$ cat src/rtl/sap1_pkg.sv
// Shared definitions for the SAP-1 controller-sequencer: opcodes, state encoding and
// control-word bit positions.
package sap1_pkg;

  localparam logic [3:0] OP_LDA = 4'h0;
  localparam logic [3:0] OP_ADD = 4'h1;
  localparam logic [3:0] OP_SUB = 4'h2;
  localparam logic [3:0] OP_OUT = 4'hE;
  localparam logic [3:0] OP_HLT = 4'hF;

  typedef enum logic [2:0] {
    StT1   = 3'd0,
    StT2   = 3'd1,
    StT3   = 3'd2,
    StT4   = 3'd3,
    StT5   = 3'd4,
    StT6   = 3'd5,
    StHalt = 3'd6
  } state_e;

  localparam int unsigned CW_PC_SEND  = 0;
  localparam int unsigned CW_PC_INC   = 1;
  localparam int unsigned CW_MAR_LOAD = 2;
  localparam int unsigned CW_RAM_SEND = 3;
  localparam int unsigned CW_IR_LOAD  = 4;
  localparam int unsigned CW_IR_SEND  = 5;
  localparam int unsigned CW_A_LOAD   = 6;
  localparam int unsigned CW_A_SEND   = 7;
  localparam int unsigned CW_B_LOAD   = 8;
  localparam int unsigned CW_ALU_SEND = 9;
  localparam int unsigned CW_ALU_SUB  = 10;
  localparam int unsigned CW_OUT_LOAD = 11;
  localparam int unsigned CW_W        = 12;

  // Map the one-hot ring plus halt flag onto the symbolic state.
  function automatic state_e onehot_to_state(logic [5:0] ring, logic halt);
    state_e s;
    s = StT1;
    for (int i = 0; i < 6; i++) begin
      if (ring[i]) s = state_e'(3'(i));
    end
    if (halt) s = StHalt;
    return s;
  endfunction

endpackage

$ cat src/rtl/ring_counter.sv
// One-hot T-state ring counter with enable and synchronous clear back to T1.
module ring_counter #(
  parameter int unsigned Width = 6
) (
  input  logic             clk,
  input  logic             rst,
  input  logic             en,
  input  logic             clr,
  output logic [Width-1:0] t_state
);

  logic [Width-1:0] ring_q;

  always_ff @(posedge clk or negedge rst) begin
    if (!rst) begin
      ring_q <= Width'(1);
    end else if (clr) begin
      ring_q <= Width'(1);
    end else if (en) begin
      ring_q <= {ring_q[Width-2:0], ring_q[Width-1]};
    end
  end

  assign t_state = ring_q;

endmodule

$ cat src/rtl/controller_sequencer.sv
// SAP-1 controller-sequencer: decodes T-state and opcode into bus strobes.
// Define SHORT_CYCLE_EN to skip execute states that carry no strobes.
module controller_sequencer
  import sap1_pkg::*;
#(
  parameter int unsigned OP_W     = 4,
  parameter int unsigned T_STATES = 6
) (
  input  logic                clk,
  input  logic                rst,
  input  logic                run,
  input  logic [OP_W-1:0]     opcode,
  output logic                pc_send,
  output logic                pc_inc,
  output logic                mar_load,
  output logic                ram_send,
  output logic                ir_load,
  output logic                ir_send,
  output logic                a_load,
  output logic                a_send,
  output logic                b_load,
  output logic                alu_send,
  output logic                alu_sub,
  output logic                out_load,
  output logic                halted,
  output logic [T_STATES-1:0] t_state
);

  if (T_STATES != 6) begin : gen_t_states_check
    $error("controller_sequencer: T_STATES must be 6");
  end

  logic [T_STATES-1:0] ring;
  logic                halt_q, halt_d;
  logic                hlt_now;
  logic                ring_en, ring_clr;
  logic [CW_W-1:0]     cw;
  state_e              state;

  assign state   = onehot_to_state(ring, halt_q);
  assign hlt_now = run && (state == StT4) && (opcode == OP_HLT);
  assign halt_d  = halt_q | hlt_now;
  assign ring_en = run & ~halt_q & ~hlt_now;

`ifdef SHORT_CYCLE_EN
  // Jump back to T1 from the last execute state that actually does something.
  assign ring_clr = run && !halt_q &&
                    (((state == StT5) && (opcode == OP_LDA)) ||
                     ((state == StT4) && !(opcode inside {OP_LDA, OP_ADD, OP_SUB, OP_HLT})));
`else
  assign ring_clr = 1'b0;
`endif

  ring_counter #(
    .Width(T_STATES)
  ) u_ring (
    .clk    (clk),
    .rst    (rst),
    .en     (ring_en),
    .clr    (ring_clr),
    .t_state(ring)
  );

  always_ff @(posedge clk or negedge rst) begin
    if (!rst) begin
      halt_q <= 1'b0;
    end else begin
      halt_q <= halt_d;
    end
  end

  always_comb begin
    cw = '0;
    unique case (state)
      StT1: begin
        cw[CW_PC_SEND]  = 1'b1;
        cw[CW_MAR_LOAD] = 1'b1;
      end
      StT2: cw[CW_PC_INC] = 1'b1;
      StT3: begin
        cw[CW_RAM_SEND] = 1'b1;
        cw[CW_IR_LOAD]  = 1'b1;
      end
      StT4: begin
        case (opcode)
          OP_LDA, OP_ADD, OP_SUB: begin
            cw[CW_IR_SEND]  = 1'b1;
            cw[CW_MAR_LOAD] = 1'b1;
          end
          OP_OUT: begin
            cw[CW_A_SEND]   = 1'b1;
            cw[CW_OUT_LOAD] = 1'b1;
          end
          default: ;
        endcase
      end
      StT5: begin
        case (opcode)
          OP_LDA: begin
            cw[CW_RAM_SEND] = 1'b1;
            cw[CW_A_LOAD]   = 1'b1;
          end
          OP_ADD, OP_SUB: begin
            cw[CW_RAM_SEND] = 1'b1;
            cw[CW_B_LOAD]   = 1'b1;
          end
          default: ;
        endcase
      end
      StT6: begin
        if (opcode == OP_ADD || opcode == OP_SUB) begin
          cw[CW_ALU_SEND] = 1'b1;
          cw[CW_A_LOAD]   = 1'b1;
          cw[CW_ALU_SUB]  = (opcode == OP_SUB);
        end
      end
      default: ;
    endcase
    // Paused or in reset: nothing may act on the bus.
    if (!(rst && run)) cw = '0;
  end

  assign pc_send  = cw[CW_PC_SEND];
  assign pc_inc   = cw[CW_PC_INC];
  assign mar_load = cw[CW_MAR_LOAD];
  assign ram_send = cw[CW_RAM_SEND];
  assign ir_load  = cw[CW_IR_LOAD];
  assign ir_send  = cw[CW_IR_SEND];
  assign a_load   = cw[CW_A_LOAD];
  assign a_send   = cw[CW_A_SEND];
  assign b_load   = cw[CW_B_LOAD];
  assign alu_send = cw[CW_ALU_SEND];
  assign alu_sub  = cw[CW_ALU_SUB];
  assign out_load = cw[CW_OUT_LOAD];
  assign halted   = halt_q;
  assign t_state  = halt_q ? '0 : ring;

endmodule
$ cat config.mk
export PLATFORM = sky130hd
export DESIGN_NAME = controller_sequencer
export DESIGN_NICKNAME = d
export VERILOG_FILES = /design/src/rtl/sap1_pkg.sv /design/src/rtl/ring_counter.sv /design/src/rtl/controller_sequencer.sv
export SDC_FILE = /design/constraint.sdc
export NUM_CORES = 1
export LEC_CHECK = 0
export ABC_AREA = 1
export CELL_PAD_IN_SITES_DETAIL_PLACEMENT = 2
export CELL_PAD_IN_SITES_GLOBAL_PLACEMENT = 2
export CORE_MARGIN = 4
export CORE_UTILIZATION = 20
export DETAILED_ROUTE_END_ITERATION = 12
export GPL_ROUTABILITY_DRIVEN = 0
export MAX_ROUTING_LAYER = met4
export PLACE_DENSITY_LB_ADDON = 0.2
export SYNTH_ARGS = -nofsm -noshare
export SYNTH_HDL_FRONTEND = slang
export SYNTH_SLANG_ARGS = --single-unit
$ cat constraint.sdc
create_clock -name clk -period 2.1 [get_ports clk]
set_clock_uncertainty 0.1 [all_clocks]
set_input_delay 0.42 -clock clk [delete_from_list [all_inputs] [get_ports clk]]
set_output_delay 0.42 -clock clk [all_outputs]
set_load 0.02 [all_outputs]
# Yosys cells after proc, flatten, opt, wreduce, memory -nomap -nowiden
# Cells that the tools add are included.
# totals
ff_bits	7
inputBits	7
# classes
eq_ne	9
n_mux	24
n_bitwise	5
n_reduce_logical	8
# ops
cell	count
1-bit 2-to-1 mux	12
12-bit 2-to-1 mux	1
3-bit 2-to-1 mux	4
4-bit equality test, second input constant	2
3-bit by 2-bit equality test with 1-bit output, second input constant	2
3-bit equality test, second input constant	2
2-bit 2-to-1 mux	3
6-bit 2-to-1 mux	1
1-bit case mux with 2 select lines	3
4-bit by 1-bit equality test with 1-bit output, second input constant	1
4-bit by 2-bit equality test with 1-bit output, second input constant	1
4-bit zero test	1
3-bit by 1-bit equality test with 1-bit output, second input constant	1
1-bit logical AND	3
3-bit zero test	1
3-bit OR reduction	1
1-bit bitwise AND	2
1-bit inverter	2
2-bit OR reduction	1
1-bit logical OR	1
1-bit OR	1

# Depth between registers and ports, before layout
# logic_depth
ltp_word	11
depth_mapped	9
ltp_nobuf	9

# Modules after synthesis
# Synthesis repeated with hierarchy kept, for this count alone.
# hier_totals
cells_unflattened	92
hier_area_um2	665.6
# modules_own_cells
module	n_inst	cells_each	area_per_inst_um2	seq_area_each_um2
controller_sequencer	1	64	409.1	25.0
ring_counter	1	28	256.5	151.4

# Worst setup path before layout
# Ideal clock, no wire load.
# synth_timing
path_type	register to output
from	register halt_q (netlist: halted)
to	output port out_load
arrival_ps	1835
t_required_ps	1580
setup_slack_ps	-255
path_stages_with_launch	8
path_buffers	2
cell_sequence	dfrtp_1 > buf_6 > nor2_4 > inv_2 > nand2_4 > nand2_1 > nor3_1 > buf_4
# synth_via
elab_chain_len	4
# synth_lines
item	line	source
from (decl)	controller_sequencer.sv:34	logic halt_q, halt_d;
from (signal assigned)	controller_sequencer.sv:68	halt_q <= halt_d;
3-bit 2-to-1 mux	sap1_pkg.sv:42	if (halt) s = StHalt;
3-bit by 2-bit equality test with 1-bit output	controller_sequencer.sv:74	unique case (state)
1-bit 2-to-1 mux	controller_sequencer.sv:74	
12-bit 2-to-1 mux	controller_sequencer.sv:120	if (!(rst && run)) cw = '0;
to (decl)	controller_sequencer.sv:24	output logic out_load,
# No other way between the ends.

# Worst setup path in the final report
# Same ends and word-level chain as after synthesis.

==> metrics.yaml <==
synth:
  synth.cell_area_um2: 578
  ys_seq_elements: 7
  syn_nets: 92
  synth_cell_type_count: 23
  primary_ff_master_synth: "sky130_fd_sc_hd__dfrtp_1"
  number_of_synthesized_flops_with_an_enable_pin: 0
  yosysWarningCount: 0
  synth-async-reset-ratio_pct: 100
  synth.yosys.seq_area_share_pct: 30.5
  synthesis.instances: 85
  syn_area_per_cell_um2: 6.80
layout:
  final_cell_count_no_fill: 169
  nets: 146
  antennaDiodeCount: 0
  fin_util_pct: 40.3
  flow.area_growth_from_synthesis_pct: 92.4
  final_common_cell: "sky130_fd_sc_hd__buf_4"
  fraction_of_layout_instances_using_a_drive_strength_above_1_pct: 50.7
  most-common-layout-cells: "sky130_fd_sc_hd__buf_4, sky130_fd_sc_hd__nand2_1, sky130_fd_sc_hd__nor2_1, sky130_fd_sc_hd__dlygate4sd2_1, sky130_fd_sc_hd__inv_1"
  final_area_um2: 1110
global_route:
  global_route.overflow_total: 0
  grt_pass1_vias: 852
  grt_first_pass_wirelength_mm: 3.96
  number_of_antenna_violations_at_the_first_check_in_global_routing: 0
  grt_usage_pct: 14.5
  maximum_number_of_pins_on_one_net_before_global_route_repair: 9
drt:
  route.detailed.vias_per_inst: 4.57
  detail-route-antenna-nets: 0
  routed_wire_length_per_instance_um: 14.8
  1st_pass_router_iterations: 4
  drt-total-wl_mm: 2.50
  drc_errors: 0
  dr.first_iter.drc_count: 16
  total_vias_in_the_final_route: 773
placement:
  placed_cells_incl_taps: 161
  dpl_worst_slack_ns: -0.621
  detailedPlacementHpwl_mm: 1.91
  io_buffers: 25
  post_dp_cell_area_um2: 1020
critical_path:
  critPathKind: "reg2out"
  worst_path_most_repeated_cell: "sky130_fd_sc_hd__nand2_4"
  crit_path_max_incr_delay_ns: 0.47
  critical_path.startpoint_type: "flop"
  critical_path.slowest_cell: "sky130_fd_sc_hd__dfrtp_2"
  timing.critical_path.fanout_max: 6
  arrival_time_of_the_worst_setup_path_ns: 1.52
  critPathCaptureType: "output pin"
  timing.critical_path.required_ns: 1.58
  timing.critical_path.cells: "nor2_4 -> inv_2 -> nand2_4 -> nand2_4 -> nor3_4 -> buf_4"
sta:
  final_min_period_over_clock_period_pct: 97.2
  final.setup.worst_slack_ns: 0.0588
  timing.final.max_slew_violations: 0
  min_period_ns: 2.04
  timing.max_slew.rel_slack_pct: 83.4
  holdWs_ns: 0.163
  grt_setup_unrepaired: "true"
  clock.fmax_ghz: 0.490
  hold_violations_final: 0
  worstMarginPinSlew_ns: 0.248
  setup_viol: 0
floorplanning:
  i_o_pin_total: 26
  die-width_um: 61.8
  height_of_the_die_um: 61.8
  floorplan.die_area_um2: 3810
  floorplan.initialDensity_pct: 21.0
  rows: 19
  core-area_um2: 2760
worst_hold_path:
  min_path_type: "in2async"
clock_network:
  cts_tree: "yes"
  clkTransAtPathRegs_ns: 0.05
  cts-root-buf: "sky130_fd_sc_hd__clkbuf_4"
  clk_latency_worst_skew_pair_ns: 0.25
  clock_sink_count: 7
  numCtsBuffers: 3
  htree_levels: 1
  clock_path_buffers: 2
pwr:
  power.density_cell_area_nw_per_um2: 273
  vdd_drop_max_uv: 239
  leakagePower_nw: 0.591
status:
  status: "completed"
run:
  maxCapViolCount: 0
[logic make-up (layout without fill, tap and decap cells)]
kind of cell	Yosys count	after routing	share of synthesized area, %
buffers and inverters	14	67	11.0
flip-flops	7	7	30.5
AND/OR/NAND/NOR	60	60	54.3
AO/OA/AOI/OAI	4	4	4.11
[layout make-up]
cell class                 instances  area [um^2]
tap                               31         38.8
fill                             332         1650
clock buffer                       4         26.3
sequential                         7          178
inverter                          12         45.0
timing repair buffer              51          408
multi-input combinational         64          417
[flip-flops by register name, indices dropped and copies added, names as in the netlist]
name	count
u_ring.t_state	6
halted	1
[metrics by stage]
| step | setup TNS [ns] | power, mW |
|---|---|---|
| finish | 0 | 0.304 |
| global route | -0.200 | 0.325 |
| CTS | -0.00690 | 0.308 |
| detailed placement | -6.20 | 0.178 |
| global placement | -5.80 | 0.177 |
| floorplan | 0 | 0.148 |
[synth_stat cells (2+ instances only)]
master	instances	area share, %
sky130_fd_sc_hd__nor2_1	13	8.4
sky130_fd_sc_hd__inv_1	11	7.1
sky130_fd_sc_hd__nor2_4	2	3.9
sky130_fd_sc_hd__a21oi_1	2	1.7
sky130_fd_sc_hd__dfrtp_1	6	26
sky130_fd_sc_hd__nand2_1	22	14
sky130_fd_sc_hd__nor3_1	5	4.3
sky130_fd_sc_hd__nand3_1	8	6.9
sky130_fd_sc_hd__nand2_4	2	3.9
[layer usage]
| metal | vias up | routed length (um) | GRT usage, % |
|---|---|---|---|
| met5 | - | 0 | - |
| met1 | 373 | 997 | 16.5 |
| met4 | 0 | 19 | 5.45 |
| li1 | 380 | - | - |
| met2 | 16 | 1410 | 26.3 |
| met3 | 4 | 73 | 1.24 |
[repair_timing]
item / CTS / global route
resized for setup: 73 / 20
setup endpoints to repair: 18 / 11
hold buffers: 0 / 0
pin swaps: 6 / 4
setup buffers: 1 / 3
[power breakdown]
group | internal (mW) | switching (mW) | total (mW)
Sequential | 0.135 | 0 | 0.135
Combinational | 0.0206 | 0.0242 | 0.0448
Clock | 0.0726 | 0.0517 | 0.124
Total | 0.228 | 0.0759 | 0.304
[worst paths after layout]
path	from	end	slack [ns]	depth (start not counted)
max	halted	out_load	0.06	6
min	rst	halted	0.16	2
max reg2reg	u_ring.t_state[5]	u_ring.t_state[2]	0.45	10
min reg2reg	u_ring.t_state[0]	u_ring.t_state[0]	0.38	2
max in group asynchronous	rst	u_ring.t_state[0]	1.53	2
min in group clk	u_ring.t_state[0]	u_ring.t_state[0]	0.38	2
[critical path, delay by kind of cell, from the launching register on]
| kind | cells | cell delay [ns] |
|---|---|---|
| buf+inv | 2 | 0.27 |
| flops | 1 | 0.47 |
| simple gates | 4 | 0.53 |
No activity file was read; power rests on OpenSTA's default activity.
